[config.mk]
export PLATFORM = sky130hd
export DESIGN_NAME = branch_pc_ctrl
export DESIGN_NICKNAME = d
export VERILOG_FILES = /design/src/rtl/branch_pc_ctrl.sv
export SDC_FILE = /design/constraint.sdc
export NUM_CORES = 1
export LEC_CHECK = 0
export ABC_AREA = 1
export CORE_MARGIN = 10
export CORE_UTILIZATION = 47
export CTS_BUF_LIST = sky130_fd_sc_hd__clkbuf_16
export DETAILED_ROUTE_END_ITERATION = 8
export GPL_ROUTABILITY_DRIVEN = 0
export PLACE_DENSITY = 0.74
export SKIP_LAST_GASP = 1
export SYNTH_ARGS = -nofsm -noshare
export SYNTH_HDL_FRONTEND = slang
export SYNTH_SLANG_ARGS = --single-unit
[constraint.sdc]
create_clock -name clk -period 3 [get_ports clk]
set_input_delay 0.6 -clock clk [delete_from_list [all_inputs] [get_ports clk]]
set_output_delay 0.6 -clock clk [all_outputs]
set_load 0.05 [all_outputs]
[src/rtl/branch_pc_ctrl.sv]
// branch_pc_ctrl: program-counter and branch-resolution stage.
//   Resolves ARM branches from the branch_ext offset: target = br_pc + 8 + ext_ofst.
//   A taken branch redirects the fetch PC and pulses the LR write strobe for BL.
//   It also raises flush for FLUSH_CYCLES non-stalled cycles to squash wrong-path work.
// Ports:
//   clk, reset (sync, active-high)       clock and reset
//   stall                                hold all state; LR strobe forced low
//   br_valid, br_link, br_cond_pass      branch present / L bit / condition met
//   br_pc, ext_ofst                      branch address and sign-extended offset<<2
//   pc, flush, lr_we, lr_data            registered fetch PC, squash, LR write port
//   busy                                 combinational, high while in FLUSH
// Optional feature macro: BRANCH_STATS_EN
//   Adds the br_taken_cnt and br_nt_cnt 16-bit accepted-branch counters.
module branch_pc_ctrl #(
  parameter logic [31:0] RESET_PC     = 32'h0000_0000,
  parameter int unsigned FLUSH_CYCLES = 2
) (
  input  logic        clk,
  input  logic        reset,
  input  logic        stall,
  input  logic        br_valid,
  input  logic        br_link,
  input  logic        br_cond_pass,
  input  logic [31:0] br_pc,
  input  logic [31:0] ext_ofst,
  output logic [31:0] pc,
  output logic        flush,
  output logic        lr_we,
  output logic [31:0] lr_data,
  output logic        busy
`ifdef BRANCH_STATS_EN
  ,
  output logic [15:0] br_taken_cnt,
  output logic [15:0] br_nt_cnt
`endif
);

  localparam int unsigned XLEN  = 32;
  localparam int unsigned CNT_W = 3;

  typedef enum logic [0:0] {RUN, FLUSH} state_t;

  state_t            state_q, state_d;
  logic [CNT_W-1:0]  cnt_q, cnt_d;
  logic [XLEN-1:0]   pc_d, lr_data_d;
  logic              flush_d, lr_we_d;
  logic [XLEN-1:0]   target_c, link_c;

  // Branch arithmetic, modulo 2^32
  assign target_c = br_pc + XLEN'(32'd8) + ext_ofst;
  assign link_c   = br_pc + XLEN'(32'd4);

  assign busy = (state_q == FLUSH);

  // State and output registers
  always_ff @(posedge clk) begin
    if (reset) begin
      state_q <= RUN;
      cnt_q   <= '0;
      pc      <= RESET_PC;
      flush   <= 1'b0;
      lr_we   <= 1'b0;
      lr_data <= '0;
    end else begin
      state_q <= state_d;
      cnt_q   <= cnt_d;
      pc      <= pc_d;
      flush   <= flush_d;
      lr_we   <= lr_we_d;
      lr_data <= lr_data_d;
    end
  end

  // Next-state and next-output logic; stall holds everything except lr_we
  always_comb begin
    state_d   = state_q;
    cnt_d     = cnt_q;
    pc_d      = pc;
    flush_d   = flush;
    lr_we_d   = 1'b0;
    lr_data_d = lr_data;
    if (!stall) begin
      unique case (state_q)
        RUN: begin
          pc_d    = pc + XLEN'(32'd4);
          flush_d = 1'b0;
          if (br_valid && br_cond_pass) begin
            pc_d    = target_c;
            flush_d = 1'b1;
            cnt_d   = CNT_W'(FLUSH_CYCLES - 1);
            // A single-cycle flush is fully covered by the redirect cycle
            state_d = (FLUSH_CYCLES > 1) ? FLUSH : RUN;
            if (br_link) begin
              lr_we_d   = 1'b1;
              lr_data_d = link_c;
            end
          end
        end
        FLUSH: begin
          // Wrong-path branches are ignored here
          pc_d = pc + XLEN'(32'd4);
          if (cnt_q == '0) begin
            flush_d = 1'b0;
            state_d = RUN;
          end else begin
            flush_d = 1'b1;
            cnt_d   = cnt_q - CNT_W'(1);
          end
        end
        default: state_d = RUN;
      endcase
    end
  end

`ifdef BRANCH_STATS_EN
  // Accepted-branch statistics, wrapping 16-bit counters
  always_ff @(posedge clk) begin
    if (reset) begin
      br_taken_cnt <= '0;
      br_nt_cnt    <= '0;
    end else if (!stall && state_q == RUN && br_valid) begin
      if (br_cond_pass) br_taken_cnt <= br_taken_cnt + 16'd1;
      else              br_nt_cnt    <= br_nt_cnt + 16'd1;
    end
  end
`endif

endmodule

==> results of run 1 <==
==> synth_stat cells, types with 5 or more instances <==
| library cell | count |
|---|---|
| nand3_1 | 89 |
| clkbuf_1 | 14 |
| buf_2 | 10 |
| nor2_2 | 11 |
| nand3_2 | 6 |
| o21ai_0 | 74 |
| o211ai_1 | 10 |
| nand4_1 | 22 |
| nor2_4 | 5 |
| or2_2 | 5 |
| inv_1 | 178 |
| ha_1 | 65 |
| nor2_1 | 119 |
| a21oi_1 | 69 |
| nor3_1 | 26 |
| xnor2_1 | 6 |
| dfxtp_1 | 69 |
| nand2_1 | 295 |
| nor4_1 | 5 |
| xor2_1 | 19 |
| o21bai_1 | 5 |
==> per-stage QoR <==
stage / setup TNS [ns] / cells
after floorplan: 0 / 1156
after CTS: 0 / 1528
after global placement: -0.117 / 1514
final: 0 / 1528
after detailed placement: -0.225 / 1514
after global routing: 0 / 1528
==> final timing paths <==
check	start	cells after the start	endpoint
max reg2reg	pc[2]	11	pc[26]
min	cnt_q[1]	2	cnt_q[1]
max	br_pc[1]	16	pc[31]
min reg2reg	cnt_q[1]	2	cnt_q[1]
==> layout make-up <==
class / instances / area [um^2]
fill: 1397 / 5320
multi-input combinational: 878 / 4750
timing repair buffer: 201 / 1860
sequential: 69 / 1380
inverter: 182 / 683
tap: 184 / 230
clock buffer: 9 / 225
clock inverter: 5 / 22.5
==> flip-flops by register name, indices dropped and copies added (netlist names) <==
register / flops
lr_we: 1
busy: 1
lr_data: 32
cnt_q: 3
pc: 32
==> where the power goes <==
group          internal, mW  total [mW]  switching, mW
sequential            0.969        1.03         0.0621
combinational         0.529        1.34          0.814
clock                 0.539       0.958          0.418
total                  2.04        3.33           1.29
==> worst register-to-register path, cell delays in order (launching register included) <==
cell	delay (ns)
dfxtp_1	0.41
ha_1	0.29
nand3_2	0.15
nor2_1	0.12
nand2_1	0.08
nor2_2	0.15
nand3_2	0.15
nor2_4	0.15
nand4_1	0.09
nand2_1	0.09
nand2_1	0.05
a21oi_1	0.15
==> per-layer routing <==
layer,share of wire,track usage
met5,0,0
met4,0.016,0.0624
met3,0.084,0.0507
met2,0.46,0.362
met1,0.44,0.283
==> logic make-up (layout without fill, tap and decap cells) <==
group,after synthesis,after routing
buffers and inverters,209,397
xor gates and xnor gates,25,25
DFF,69,69
and+or+nand+nor,608,608
adders and majority gates,66,66
AOI/OAI and AO/OA,179,179
==> results.py, run 1 <==
metrics = {
    "placement": {
        "dp_hpwl_um": 18500,
        "pre_cts_ws_ns": -0.0833,
        "dpl_cell_area_mm2": 0.00891,
        "placement.io_buffers": 136,
    },
    "cts": {
        "clk_latency_ns": 0.35,
        "cts_setup_buffers": 0,
        "holdBufCountCts": 0,
        "clockBufferDepth": 2,
        "cts_buffers": 9,
        "path_clk_slew_ns": 0.06,
        "htree_levels": 3,
        "cts_resized": 0,
        "cts.sinks": 69,
        "cts_tree": "done",
        "cts-root-buf": "clkbuf_16",
    },
    "routing": {
        "wl_per_cell_um": 14.9,
        "drt_iter0_markers": 587,
        "first_pass_iters": 5,
        "drc": 0,
        "vias": 8032,
        "final_antenna_net_count": 0,
        "wirelength_um": 22800,
        "viasPerCell": 5.26,
    },
    "sta": {
        "period_share": 0.900,
        "skew_ns": 0.00607,
        "worstMarginPinSlew_ns": 0.531,
        "finalSetupViolCount": 0,
        "worst_slack_ns": 0.300,
        "final_hold_viol_count": 0,
        "fin_crit_ns": 2.70,
        "hold_slack_ns": 0.469,
        "fmax_ghz": 0.370,
        "report.final.slew_viol_count": 0,
        "rsz0062_at_grt": "no",
        "relSlewSlack": 0.645,
    },
    "finish": {
        "final_util": 0.633,
        "mostFrequentLayoutCells": "295 x nand2_1, 180 x inv_1, 136 x clkdlybuf4s50_1, 119 x nor2_1, 89 x nand3_1",
        "layout.nets": 1477,
        "syn2layout_area_growth_pct": 32.0,
        "antenna_cells": 0,
        "layout_commonest_cell": "nand2_1",
        "drive_gt1_frac": 0.0900,
        "fin_area_mm2": 0.00916,
    },
    "setup_path": {
        "cp_common_cell": "nand2_1",
        "cp_max_fo": 5,
        "crit_slowest_cell": "clkdlybuf4s50_1",
        "cp-start-kind": "input pin",
        "path_class": "input pin to flop",
        "required_ns": 3.28,
        "cp.arrival_ns": 2.98,
        "critPathTopFamily": "simple AND/OR/NAND/NOR gates",
        "end_kind": "flop",
        "path_buf_inv": 3,
        "r2r_slack_ns": 1.06,
        "cp_slowest_stage_delay_ns": 0.42,
        "cp_cell_sequence": "clkdlybuf4s50_1 -> ha_1 -> ha_1 -> inv_1 -> fa_1 -> inv_1 -> nand3_1 -> nand3_1 -> nand2_1 -> nand2_1 -> nand2_1 -> nand2_1 -> nand2_1 -> nand3_1 -> nand3_1 -> a21oi_1",
    },
    "logic_synthesis": {
        "synth_compound_area_frac": 0.141,
        "syn-cell-area_mm2": 0.00694,
        "ys.flop_type": "dfxtp_1",
        "syn_area_per_cell_um2": 6.00,
        "syn_nets": 1292,
        "synth_area_leaders": "dfxtp_1 20%, nand2_1 16%, ha_1 12%",
        "synth_mux_area_frac": 0,
        "ys_warn_count": 0,
        "synth_xor_area_frac": 0.0316,
        "ys_ff_latch": 69,
        "yosys.area_share.simple": 0.392,
        "synth_top_family_by_area": "simple AND/OR/NAND/NOR gates",
        "synth_edf_count": 0,
        "synthCells": 1156,
        "yosys.area.top_type": "dfxtp_1",
        "yosys.area_share.adder": 0.120,
        "synth_cell_type_count": 42,
        "synth-async-reset-ratio": 0,
        "synth_top_area_share": 0.199,
        "ys_seq_area_frac": 0.199,
    },
    "power_and_ir_drop": {
        "ir_drop_v": 0.000283,
        "p_total_mw": 3.33,
        "powerDensity_mw_per_mm2": 364,
        "p_leak_nw": 4.43,
    },
    "die": {
        "io_pins": 137,
        "dieWidth_um": 142,
        "die_h_um": 142,
        "placementRows": 44,
        "core_mm2": 0.0145,
        "dieArea_mm2": 0.0200,
        "initial_core_util": 0.479,
    },
    "job": {
        "max_cap_violations": 0,
    },
    "min_path": {
        "hp-class": "flop to flop",
    },
    "global_route": {
        "first_global_vias": 7367,
        "gr-total-overflow": 0,
        "grt_first_pass_wirelength_um": 36500,
        "grt_start_max_net_pins": 51,
        "antenna_found_initial": 0,
        "grt_usage": 0.221,
    },
    "status": {
        "outcome": "finished, final reports clean",
    },
}
Note: power is estimated with default switching activity, not from simulation.
==> run 2, diff against run 1 <==
- PLACE_DENSITY: 0.74 -> 0.73
==> run 2 against run 1 <==
  * Core utilization grew 0.34 points
  * Fmax down 1.5%
  * Critical path depth is 1 higher
  * Hold slack got worse by 0.0091 ns
  * Register-to-register slack improved by 0.03 ns
  * Die area unchanged
  * Sequential power hardly changed
  * Critical path type unchanged
  * Critical endpoint unchanged
==> results.py, run 2 (synthesis results as in run 1) <==
metrics = {
    "status": {
        "outcome": "finished, final reports clean",
    },
    "finish": {
        "fin_area_mm2": 0.00921,
        "multi_input_area_mm2": 0.00475,
        "ff_latch_area_mm2": 0.00138,
        "reg_top3": "lr_data: 32 flops, pc: 32 flops, cnt_q: 3 flops",
        "fillCellCount": 1367,
        "layout.nets": 1469,
        "layout_commonest_cell": "nand2_1",
        "mostFrequentLayoutCells": "295 x nand2_1, 180 x inv_1, 136 x clkdlybuf4s50_1, 119 x nor2_1, 88 x nand3_1",
        "drive_gt1_frac": 0.0852,
        "syn2layout_area_growth_pct": 32.7,
        "antenna_cells": 0,
    },
    "cts": {
        "cts-root-buf": "clkbuf_16",
        "path_clk_slew_ns": 0.06,
        "cts_buffers": 9,
        "clk_latency_ns": 0.34,
        "htree_levels": 3,
        "holdBufCountCts": 0,
        "clockBufferDepth": 2,
        "cts.sinks": 69,
        "cts_tree": "done",
    },
    "die": {
        "dieWidth_um": 142,
        "core_mm2": 0.0145,
        "dieArea_mm2": 0.0200,
        "die_h_um": 142,
        "placementRows": 44,
        "io_pins": 137,
        "initial_core_util": 0.479,
    },
    "sta": {
        "fin_crit_ns": 2.74,
        "final_hold_viol_count": 0,
        "period_share": 0.913,
        "fmax_ghz": 0.365,
        "relSlewSlack": 0.623,
        "worstMarginPinSlew_ns": 0.565,
        "skew_ns": 0.00419,
        "report.final.slew_viol_count": 0,
        "finalSetupViolCount": 0,
    },
    "global_route": {
        "antenna_found_initial": 0,
        "grt_first_pass_wirelength_um": 37600,
        "grt_usage": 0.227,
        "first_global_vias": 7524,
        "grt_start_max_net_pins": 51,
        "gr-total-overflow": 0,
    },
    "setup_path": {
        "path_class": "input pin to flop",
        "r2r_slack_ns": 1.09,
        "cp-start-kind": "input pin",
        "cp.arrival_ns": 2.97,
        "reg2reg_to": "pc[22]",
        "r2r_start": "pc[2]",
        "end_kind": "flop",
        "worstRegToRegCells": 12,
        "cp_max_fo": 5,
        "required_ns": 3.23,
    },
    "routing": {
        "vias": 8043,
        "drt_iter0_markers": 783,
        "wirelength_um": 23200,
        "final_antenna_net_count": 0,
        "first_pass_iters": 5,
        "drc": 0,
        "viasPerCell": 5.28,
        "wl_per_cell_um": 15.2,
    },
    "min_path": {
        "holdPathStages": 2,
        "hp-start": "cnt_q[1]",
        "worstHoldEndpoint": "cnt_q[1]",
        "hp-class": "flop to flop",
    },
    "placement": {
        "dp_hpwl_um": 18800,
        "placement.io_buffers": 136,
        "dpl_cell_area_mm2": 0.00887,
    },
    "power_and_ir_drop": {
        "ir_drop_v": 0.000274,
        "powerDensity_mw_per_mm2": 389,
        "p_leak_nw": 4.44,
        "p_total_mw": 3.58,
    },
    "job": {
        "max_cap_violations": 0,
    },
}
## run 2: cell count changes in the layout (fill, tap and decap cells not counted), moves of 2 or more
cell,before,now
buf_12,1,3
clkinv_2,3,1
buf_4,64,54
bufinv_16,0,3
## run 2: per-stage QoR
step	setup slack (ns)	utilization	TNS (ns)	hold WS, ns	cells
final	0.260	0.636	0	0.460	1522
after CTS	0.265	0.636	0	0.465	1522
after floorplan	0.604	-	0	0.439	1156
after detailed placement	-0.0742	0.613	-0.221	0.456	1506
after global routing	-0.0155	0.636	-0.0155	0.498	1522
after global placement	-0.0203	0.613	-0.0311	0.449	1506
## run 2: final cells by class
cell class,instances,share of cell area
multi-input combinational,878,0.516
clock buffer,9,0.0245
clock inverter,7,0.0116
sequential,69,0.150
timing repair buffer,193,0.198
tap,184,0.0250
inverter,182,0.0742
## run 2: worst max path at each step
stage / end / slack (ns) / from
3_5_place_dp: pc[31] / -0.07 / br_pc[1]
3_3_place_gp: pc[29] / -0.02 / br_pc[22]
4_1_cts: pc[31] / 0.27 / br_pc[1]
6_report: pc[31] / 0.26 / br_pc[1]
2_1_floorplan: pc[31] / 0.60 / br_pc[1]
5_1_grt: pc[31] / -0.02 / br_pc[1]
## run 2: worst max-delay path, stage by stage
cell	delay, ns
clkdlybuf4s50_1	0.43
ha_1	0.29
ha_1	0.16
inv_1	0.05
fa_1	0.40
inv_1	0.09
nand3_1	0.09
nand3_2	0.14
nand2_1	0.07
nand2_1	0.12
nand2_1	0.06
nand2_1	0.11
nand2_1	0.08
nand2_1	0.07
nand2_1	0.04
nand3_1	0.08
a21oi_1	0.06
## run 2: report_power, final
group          switching, mW  total (mW)  internal, mW  leakage [nW]
clock                  0.415        1.22         0.802         0.169
combinational          0.812        1.33         0.516          3.71
sequential            0.0642        1.03         0.969         0.565
total                   1.29        3.58          2.29          4.44
## run 2: repair_timing
item | CTS | global route
setup endpoints to repair | 0 | 2
resized for setup | 0 | 1
setup buffers | 0 | 0
## run 2: metal layers
metal / vias up / share of wire / GRT usage
li1: 4116 / - / -
met3: 34 / 0.092 / 0.0511
met5: - / 0 / 0
met2: 340 / 0.46 / 0.380
met4: 0 / 0.018 / 0.0629
met1: 3553 / 0.43 / 0.287
==> run 3, diff against run 2 <==
- CORE_MARGIN: 10 -> 2
==> run 3 against run 2 <==
  * Sequential power hardly changed
  * Critical path depth decreased by 5
  * Core utilization decreased by 0.22 points
  * Setup slack got worse by 0.049 ns
  * Power decreased by 4.1%
  * Register-to-register slack is essentially flat
  * Global-route usage grew 5.4 points
  * Combinational power hardly changed
  * Cell area down 0.35%
  * Sequential share of layout area up 0.053 points
  * Die area shrank 21%
==> results.py, run 3 (synthesis results as in run 1) <==
metrics = {
    "cts": {
        "path_clk_slew_ns": 0.06,
        "clk_latency_ns": 0.35,
        "cts.sinks": 69,
        "cts-root-buf": "clkbuf_16",
        "cts_tree": "done",
        "cts_buffers": 9,
        "clockBufferDepth": 2,
        "htree_levels": 3,
        "holdBufCountCts": 0,
    },
    "routing": {
        "wl_per_cell_um": 14.5,
        "first_pass_iters": 6,
        "final_antenna_net_count": 0,
        "wirelength_um": 22200,
        "drc": 0,
        "viasPerCell": 5.28,
        "drt_iter0_markers": 718,
        "vias": 8059,
    },
    "sta": {
        "skew_ns": 0.00991,
        "worstMarginPinSlew_ns": 0.555,
        "finalSetupViolCount": 0,
        "report.final.slew_viol_count": 0,
        "relSlewSlack": 0.630,
        "period_share": 0.930,
        "rsz0062_at_grt": "no",
        "fin_tns_setup_ns": 0,
        "final_hold_viol_count": 0,
        "worst_slack_ns": 0.211,
        "fmax_ghz": 0.358,
        "fin_crit_ns": 2.79,
    },
    "die": {
        "die_h_um": 126,
        "dieWidth_um": 126,
        "io_pins": 137,
        "dieArea_mm2": 0.0158,
        "placementRows": 44,
        "core_mm2": 0.0145,
        "initial_core_util": 0.479,
    },
    "setup_path": {
        "required_ns": 3.23,
        "cp-start-kind": "input pin",
        "end_kind": "flop",
        "cp_max_fo": 4,
        "path_class": "input pin to flop",
        "cp.arrival_ns": 3.02,
    },
    "status": {
        "outcome": "finished, final reports clean",
    },
    "finish": {
        "layout.nets": 1473,
        "fillCellCount": 1383,
        "ff_latch_area_mm2": 0.00138,
        "syn2layout_area_growth_pct": 32.2,
        "reg_top3": "lr_data: 32 flops, pc: 32 flops, cnt_q: 3 flops",
        "layout_commonest_cell": "nand2_1",
        "mostFrequentLayoutCells": "295 x nand2_1, 178 x inv_1, 136 x clkdlybuf4s50_1, 119 x nor2_1, 88 x nand3_1",
        "drive_gt1_frac": 0.0879,
        "multi_input_area_mm2": 0.00475,
        "antenna_cells": 0,
    },
    "power_and_ir_drop": {
        "ir_drop_v": 0.000264,
        "powerDensity_mw_per_mm2": 374,
        "p_leak_nw": 4.43,
    },
    "placement": {
        "pre_cts_ws_ns": -0.0668,
        "placement.io_buffers": 136,
        "dp_hpwl_um": 17700,
    },
    "global_route": {
        "grt_first_pass_wirelength_um": 36100,
        "grt_usage": 0.282,
        "antenna_found_initial": 0,
        "grt_start_max_net_pins": 51,
        "first_global_vias": 7411,
        "gr-total-overflow": 0,
    },
    "job": {
        "max_cap_violations": 0,
    },
    "min_path": {
        "hp-class": "flop to flop",
    },
}
-- run 3: repair_timing --
item,CTS,global route
endpoints found under the setup margin,0,2
buffers inserted,0,0
gates resized for setup,0,1
-- run 3: report_power, final --
part	switching (mW)	internal, mW	total (mW)
sequential	0.0642	0.969	1.03
combinational	0.811	0.522	1.33
clock	0.433	0.631	1.06
-- run 3: per-stage QoR --
stage	cells	cell area (um^2)	hold slack, ns	power (mW)	utilization
floorplan	1156	6940	0.439	1.87	-
global placement	1510	8890	0.450	2.35	0.614
detailed placement	1510	8890	0.455	2.37	0.614
CTS	1526	9170	0.464	3.43	0.633
global route	1526	9180	0.483	3.63	0.634
finish	1526	9180	0.460	3.43	0.634
-- run 3: area by class of cell --
class,instances,share of cell area
clock buffer,9,0.0245
clock inverter,7,0.00614
inverter,182,0.0745
multi-input combinational,878,0.518
sequential,69,0.151
tap,184,0.0251
timing repair buffer,197,0.201
-- run 3: final timing paths --
kind,start,endpoint,slack [ns],cells past startpoint
setup / recovery,br_pc[12],pc[20],0.21,12
hold / removal,cnt_q[1],cnt_q[1],0.46,2
setup reg to reg,pc[5],pc[11],1.08,8
hold reg to reg,cnt_q[1],cnt_q[1],0.46,2
-- run 3: routing by layer --
metal / global-route usage / share of wire / wire (um)
met1: 0.367 / 0.44 / 9750
met2: 0.463 / 0.45 / 9930
met5: 0 / 0 / 0
met4: 0.116 / 0.033 / 726
met3: 0.0458 / 0.079 / 1750
-- run 3: worst max-delay path: stages --
cell and delay [ns]:
clkdlybuf4s50_1 0.46, ha_1 0.32, ha_1 0.37, nand2_1 0.13, nor2_1 0.15, inv_1 0.06, nor2_1 0.27, nand4_1 0.27
nand3_1 0.15, nand2_1 0.06, nand3_1 0.12, a21oi_2 0.06
